**config.mk**
```make
export PLATFORM = sky130hd
export DESIGN_NAME = core_pause_ctrl_flat
export DESIGN_NICKNAME = d
export VERILOG_FILES = /design/src/rtl/pause_pkg.sv /design/src/rtl/core_pause_ctrl_if.sv /design/src/rtl/pause_fsm.sv /design/src/rtl/core_pause_ctrl.sv /design/src/flat_wrapper.sv
export SDC_FILE = /design/constraint.sdc
export NUM_CORES = 1
export LEC_CHECK = 0
export ABC_AREA = 1
export ABC_CLOCK_PERIOD_IN_PS = 1400
export CORE_MARGIN = 1.5
export CORE_UTILIZATION = 40
export DETAILED_ROUTE_END_ITERATION = 8
export GPL_TIMING_DRIVEN = 0
export PLACE_DENSITY = 0.68
export RECOVER_POWER = 25
export SETUP_SLACK_MARGIN = 0.5
export SLEW_MARGIN = 10
export SYNTH_ARGS = -nofsm -noshare
export SYNTH_HDL_FRONTEND = slang
export SYNTH_SLANG_ARGS = --single-unit
```
**constraint.sdc**
```tcl
create_clock -name clk -period 1.4 [get_ports clk]
set_input_delay 0.14 -clock clk [delete_from_list [all_inputs] [get_ports clk]]
set_output_delay 0.14 -clock clk [all_outputs]
set_load 0.01 [all_outputs]
```
**src/rtl/pause_pkg.sv**
```systemverilog
// Shared types and constants for the core pause/resume controller.
// Imported by the interface-facing top and by the per-core FSM.
package pause_pkg;

    typedef enum logic [1:0] {
        RUN    = 2'd0,
        PAUSED = 2'd1,
        HALTED = 2'd2
    } pause_state_t;

    localparam logic [2:0] STALL_ALL  = 3'd7;
    localparam logic [2:0] STALL_NONE = 3'd0;

    // Bit positions inside one core's 3-bit pause_resume field
    localparam int PR_VALID  = 2;
    localparam int PR_RESUME = 1;
    localparam int PR_TARGET = 0;

endpackage

```
**src/rtl/core_pause_ctrl_if.sv**
```systemverilog
// Bundle between the cores' write-back stages and the pause controller.
// master = core side, slave = controller side.
interface core_pause_ctrl_if #(
    parameter int NCORES = 2,
    parameter int CNT_W  = 16
);
    logic [3*NCORES-1:0]     pause_resume;
    logic [NCORES-1:0]       halt;
    logic [3*NCORES-1:0]     stall_num;
    logic [2*NCORES-1:0]     core_state;
    logic                    deadlock;
    logic [CNT_W*NCORES-1:0] paused_cycles;

    modport master (
        output pause_resume, halt,
        input  stall_num, core_state, deadlock, paused_cycles
    );

    modport slave (
        input  pause_resume, halt,
        output stall_num, core_state, deadlock, paused_cycles
    );
endinterface

```
**src/rtl/pause_fsm.sv**
```systemverilog
// Per-core RUN/PAUSED/HALTED state with registered stall_num and a
// saturating counter of cycles spent PAUSED.
module pause_fsm
    import pause_pkg::*;
#(
    parameter bit START_PAUSED = 1'b0,
    parameter int CNT_W        = 16
) (
    input  logic             clk,
    input  logic             rst_n,
    input  logic             pause_hit,
    input  logic             resume_hit,
    input  logic             halt,
    output pause_state_t     state,
    output logic [2:0]       stall_num,
    output logic [CNT_W-1:0] paused_cycles
);

    localparam pause_state_t     RESET_STATE = START_PAUSED ? PAUSED : RUN;
    localparam logic [2:0]       RESET_STALL = START_PAUSED ? STALL_ALL : STALL_NONE;
    localparam logic [CNT_W-1:0] CNT_MAX     = '1;

    pause_state_t     state_reg, state_next;
    logic [2:0]       stall_reg;
    logic [CNT_W-1:0] cnt_reg;

    // Halt overrides any pause/resume decoded in the same cycle
    always_comb begin
        state_next = state_reg;
        if (halt) begin
            state_next = HALTED;
        end else begin
            case (state_reg)
                RUN:     if (pause_hit)  state_next = PAUSED;
                PAUSED:  if (resume_hit) state_next = RUN;
                default: state_next = state_reg;
            endcase
        end
    end

    always_ff @(posedge clk or negedge rst_n) begin
        if (!rst_n) begin
            state_reg <= RESET_STATE;
            stall_reg <= RESET_STALL;
            cnt_reg   <= '0;
        end else begin
            state_reg <= state_next;
            stall_reg <= (state_next == RUN) ? STALL_NONE : STALL_ALL;
            if (state_reg == PAUSED && cnt_reg != CNT_MAX) begin
                cnt_reg <= cnt_reg + 1'b1;
            end
        end
    end

    assign state         = state_reg;
    assign stall_num     = stall_reg;
    assign paused_cycles = cnt_reg;

endmodule

```
**src/rtl/core_pause_ctrl.sv**
```systemverilog
// Pause/resume controller: per-requester edge detection, lowest-index
// arbitration per target core, per-core FSMs and a sticky deadlock flag.
module core_pause_ctrl
    import pause_pkg::*;
#(
    parameter int                NCORES       = 2,
    parameter logic [NCORES-1:0] START_PAUSED = 2'b10,
    parameter int                CNT_W        = 16
) (
    input  logic             clk,
    input  logic             rst_n,
    core_pause_ctrl_if.slave bus
);

    logic [NCORES-1:0] evt;
    logic [NCORES-1:0] pause_hit;
    logic [NCORES-1:0] resume_hit;
    logic [NCORES-1:0] granted;
    logic [NCORES-1:0] is_paused;
    logic [NCORES-1:0] is_halted;
    logic              deadlock_reg;

    generate
        for (genvar gi = 0; gi < NCORES; gi++) begin : g_core
            logic [2:0]       req;
            logic [2:0]       prev_reg;
            logic [2:0]       stall;
            logic [CNT_W-1:0] cycles;
            pause_state_t     state;

            assign req = bus.pause_resume[3*gi +: 3];

            // A stalled requester repeats its instruction, so only a change counts
            assign evt[gi] = req[PR_VALID] && (req != prev_reg) && (state != HALTED);

            always_ff @(posedge clk or negedge rst_n) begin
                if (!rst_n) begin
                    prev_reg <= '0;
                end else begin
                    prev_reg <= req;
                end
            end

            pause_fsm #(
                .START_PAUSED (START_PAUSED[gi]),
                .CNT_W        (CNT_W)
            ) u_fsm (
                .clk           (clk),
                .rst_n         (rst_n),
                .pause_hit     (pause_hit[gi]),
                .resume_hit    (resume_hit[gi]),
                .halt          (bus.halt[gi]),
                .state         (state),
                .stall_num     (stall),
                .paused_cycles (cycles)
            );

            assign is_paused[gi]                        = (state == PAUSED);
            assign is_halted[gi]                        = (state == HALTED);
            assign bus.stall_num[3*gi +: 3]             = stall;
            assign bus.core_state[2*gi +: 2]            = state;
            assign bus.paused_cycles[CNT_W*gi +: CNT_W] = cycles;
        end
    endgenerate

    // Per target, the lowest-index requester wins; losers are dropped
    always_comb begin
        pause_hit  = '0;
        resume_hit = '0;
        granted    = '0;
        for (int t = 0; t < NCORES; t++) begin
            for (int r = 0; r < NCORES; r++) begin
                if (!granted[t] && evt[r] &&
                    (bus.pause_resume[3*r+PR_TARGET] == t[0])) begin
                    granted[t]    = 1'b1;
                    resume_hit[t] = bus.pause_resume[3*r+PR_RESUME];
                    pause_hit[t]  = !bus.pause_resume[3*r+PR_RESUME];
                end
            end
        end
    end

    always_ff @(posedge clk or negedge rst_n) begin
        if (!rst_n) begin
            deadlock_reg <= 1'b0;
        end else if ((|(~is_halted)) && (&(is_paused | is_halted))) begin
            deadlock_reg <= 1'b1;
        end
    end

    assign bus.deadlock = deadlock_reg;

endmodule

```
**src/flat_wrapper.sv**
```systemverilog
// flat-port wrapper written by rule: the top's interface ports become plain ports
module core_pause_ctrl_flat import pause_pkg::*;
#(
    parameter int                NCORES       = 2,
    parameter logic [NCORES-1:0] START_PAUSED = 2'b10,
    parameter int                CNT_W        = 16
)
  (clk, rst_n, bus_pause_resume, bus_halt, bus_stall_num, bus_core_state, bus_deadlock, bus_paused_cycles);
  core_pause_ctrl_if #(.NCORES(NCORES), .CNT_W(CNT_W)) bus_i ();
  input  logic clk;
  input  logic rst_n;
  input wire logic [$bits(bus_i.pause_resume)-1:0] bus_pause_resume;
  input wire logic [$bits(bus_i.halt)-1:0] bus_halt;
  output wire logic [$bits(bus_i.stall_num)-1:0] bus_stall_num;
  output wire logic [$bits(bus_i.core_state)-1:0] bus_core_state;
  output wire logic [$bits(bus_i.deadlock)-1:0] bus_deadlock;
  output wire logic [$bits(bus_i.paused_cycles)-1:0] bus_paused_cycles;
  assign bus_i.pause_resume = bus_pause_resume;
  assign bus_i.halt = bus_halt;
  assign bus_stall_num = bus_i.stall_num;
  assign bus_core_state = bus_i.core_state;
  assign bus_deadlock = bus_i.deadlock;
  assign bus_paused_cycles = bus_i.paused_cycles;
  core_pause_ctrl #(.NCORES(NCORES), .START_PAUSED(START_PAUSED), .CNT_W(CNT_W)) u_core (.clk(clk), .rst_n(rst_n), .bus(bus_i));
endmodule
```
==> results.sh <==
export IMPL_min_path_cells=1
export IMPL_max_cap_viol_count=0
export IMPL_startpoint="u_core.g_core[1].u_fsm.state[0]"
export IMPL_cp_start_kind="register"
export IMPL_top_usage_layer="met2"
export IMPL_intPower_mw=1.90
export IMPL_synth_area_per_cell_um2=8.63
export IMPL_period_share=1.24
export IMPL_met2_usage=0.397
export IMPL_netlist_area_mm2=0.00245
export IMPL_reg2reg_from="u_core.g_core[1].u_fsm.state[0]"
export IMPL_finalCriticalPeriod_ps=1740
export IMPL_p_clk_frac=0.417
export IMPL_nNetsFinal=449
export IMPL_drtIter0Drc=108
export IMPL_routedWlPerCell_um=14.8
export IMPL_path_clk_slew_ps=90
export IMPL_yosys_area_top_type="dfrtp_1"
export IMPL_clock_fmax_ghz=0.575
export IMPL_clockBufferDepth=2
export IMPL_cp_depth=6
export IMPL_routed_wl_mm=7.51
export IMPL_syn2layout_area_growth_pct=83.7
export IMPL_clock_latency_ps=300
export IMPL_seq_area_frac_synth=0.460
export IMPL_die_w_um=81.3
export IMPL_ys_seq_elements=45
export IMPL_cp_max_fo=5
export IMPL_cp_cell_sequence="buf_4, ha_4, nand2_4, nor3_4, nand3_2, xnor2_2"
export IMPL_r2r_end="u_core.g_core[1].u_fsm.paused_cycles[13]"
export IMPL_netlist_area_leader_share=0.439
export IMPL_hold_violations=0
export IMPL_skew_ps=8.13
export IMPL_port_buffers=52
export IMPL_largest_reg_flops=32
export IMPL_ctsRootBufferMaster="clkbuf_8"
export IMPL_p_comb_frac=0.046
export IMPL_synthCells=284
export IMPL_drive_gt1_frac=0.567
export IMPL_vias_per_cell=4.95
export IMPL_grt_pass1_wl_mm=11.2
export IMPL_clkSinkCount=45
export IMPL_violations="negative setup slack"
export IMPL_setup_viol=40
export IMPL_cts_tree="done"
export IMPL_postRouteAntennaNets=0
export IMPL_grt_max_degree=31
export IMPL_ys_warn_count=0
export IMPL_cpMaxStageDelayCell="dfstp_2"
export IMPL_hp_class="in2reg"
export IMPL_ioPinCount=53
export IMPL_switchingPower_uw=558
export IMPL_crit_buf_inv=1
export IMPL_cts_inserted_buffers=5
export IMPL_rsz0062_at_grt="yes"
export IMPL_crit_family="flip-flops"
export IMPL_start_util=0.414
export IMPL_arrival_ps=1920
export IMPL_place_congestion=0.873
export IMPL_pwr_share_seq=0.537
export IMPL_synthesis_nets=302
export IMPL_synth_area_leaders="dfrtp_1 44%, nand2_1 8.7%, inv_1 7.0%"
export IMPL_cts_htree_levels=2
export IMPL_rows=28
export IMPL_slew_violations=0
export IMPL_cpPeakStageDelay_ps=590
export IMPL_min_delay_start="bus_pause_resume[0]"
export IMPL_hold_ws_ps=40.2
export IMPL_status="finished, violations left"
export IMPL_dieArea_mm2=0.00661
export IMPL_ir_drop_mv=0.382
export IMPL_drc_errors=0
export IMPL_final_common_cell="buf_6"
export IMPL_tightest_slew_ps=365
export IMPL_power_leakage_nw=2.18
export IMPL_grt_util_met1=0.263
export IMPL_use_met3=0.0427
export IMPL_power_mw=2.45
export IMPL_track_usage=0.220
export IMPL_antenna_found_initial=0
export IMPL_antenna_cells=0
export IMPL_grt_pass1_vias=2507
export IMPL_crit_type="reg2reg"
export IMPL_tns_ps=-5610
export IMPL_synth_distinct_cells=28
export IMPL_vias=2508
export IMPL_r2r_setup_slack_ps=-340
export IMPL_power_density_mw_per_mm2=545
export IMPL_hold_end="u_core.g_core[0].prev_reg[0]"
export IMPL_rr_worst_depth=6
export IMPL_grt_overflow_total=0
export IMPL_slew_limit_headroom=0.756
export IMPL_worst_slack_ps=-339
export IMPL_cp_required_ps=1590
export IMPL_die_h_um=81.3
export IMPL_netSwitchingFraction=0.228
export IMPL_critPathCaptureType="register"
export IMPL_dp_hpwl_mm=3.87
export IMPL_core_mm2=0.00592
export IMPL_final_cell_mix="83 x buf_6, 42 x nand2_1, 41 x buf_4"
export IMPL_first_pass_iters=4
[kinds of logic (layout without fill, tap and decap cells)]
logic type / count (synthesis) / after routing / synth area share
adders and majority gates: 8 / 8 / 0.0408
DFF: 45 / 45 / 0.460
xor gates and xnor gates: 28 / 28 / 0.100
buffers and inverters: 52 / 199 / 0.0873
AOI/OAI and AO/OA: 11 / 11 / 0.0250
and+or+nand+nor: 140 / 141 / 0.286
[worst reg2reg max path: stages, from the launching register on]
cell	delay (ps)
dfstp_2	590
buf_4	140
ha_4	160
nand2_4	100
nor3_4	310
nand3_2	170
xnor2_2	170
[cell usage after synthesis]
| cell type | instances |
|---|---|
| nand2_2 | 2 |
| nand3_1 | 26 |
| nand3_2 | 2 |
| nor4_1 | 2 |
| a21oi_1 | 3 |
| nor2_2 | 2 |
| nor3_4 | 1 |
| xnor2_1 | 9 |
| ha_1 | 8 |
| xor2_1 | 19 |
| o21ai_0 | 6 |
| nor2_1 | 23 |
| nand2_1 | 57 |
| dfrtp_1 | 43 |
| nor2_4 | 1 |
| nor3_1 | 4 |
| buf_2 | 1 |
| nor4_2 | 3 |
| and3_4 | 1 |
| inv_4 | 1 |
| nand2_4 | 2 |
| nand4_1 | 12 |
| buf_4 | 4 |
| o31ai_1 | 1 |
| nor3_2 | 2 |
| dfstp_2 | 2 |
| a31o_2 | 1 |
| inv_1 | 46 |
[power by group through the flow]
stage	combinational (mW)	sequential [mW]	clock, mW
6_report	0.113	1.32	1.02
5_1_grt	0.127	1.32	1.11
4_1_cts	0.104	1.32	1.05
3_5_place_dp	0.105	1.34	0
3_3_place_gp	0.0978	1.34	0
2_1_floorplan	0.0258	1.34	0
[cell type report]
type / instances / area, µm²
multi-input cells: 188 / 1560
fillers: 391 / 1420
repair buffers: 139 / 1340
flip-flops and latches: 45 / 1140
inverters: 47 / 199
well taps: 75 / 93.8
clock buffers: 5 / 68.8
plain buffers: 5 / 56.3
clock inverters: 3 / 46.3
[how the worst max path moves through the flow]
stage	to	slack, ps
final	u_core.g_core[1].u_fsm.paused_cycles[13]	-340
after floorplan	u_core.g_core[0].u_fsm.stall_num[1]	-150
after global placement	u_core.g_core[1].u_fsm.state[1]	-1250
after CTS	u_core.g_core[0].u_fsm.stall_num[1]	-190
after detailed placement	u_core.g_core[0].u_fsm.stall_num[1]	-380
after global routing	u_core.g_core[1].u_fsm.paused_cycles[13]	-380
[routing by layer]
layer	share of wire	routed length [µm]
met1	0.41	3070
met2	0.53	3990
met3	0.044	329
met4	0.015	115
met5	0	0
[metrics by stage]
step           worst slack (ps)  cell area [µm²]   util  std cells
2_1_floorplan              -145             2530      -        284
3_3_place_gp              -1250             3150  0.532        411
3_5_place_dp               -382             3160  0.534        412
4_1_cts                    -193             4000  0.676        483
5_1_grt                    -384             4500  0.761        507
6_report                   -339             4500  0.761        507
[what timing repair did]
action                                  in CTS  in global routing
resized for setup                          274                 74
pin swaps                                   24                 24
hold buffers                                 1                  0
setup buffers                               61                 24
cloned                                       1                  0
endpoints found under the hold margin       14                  0
endpoints found under the setup margin      82                 83
Note: power is estimated with default switching activity, not from simulation.
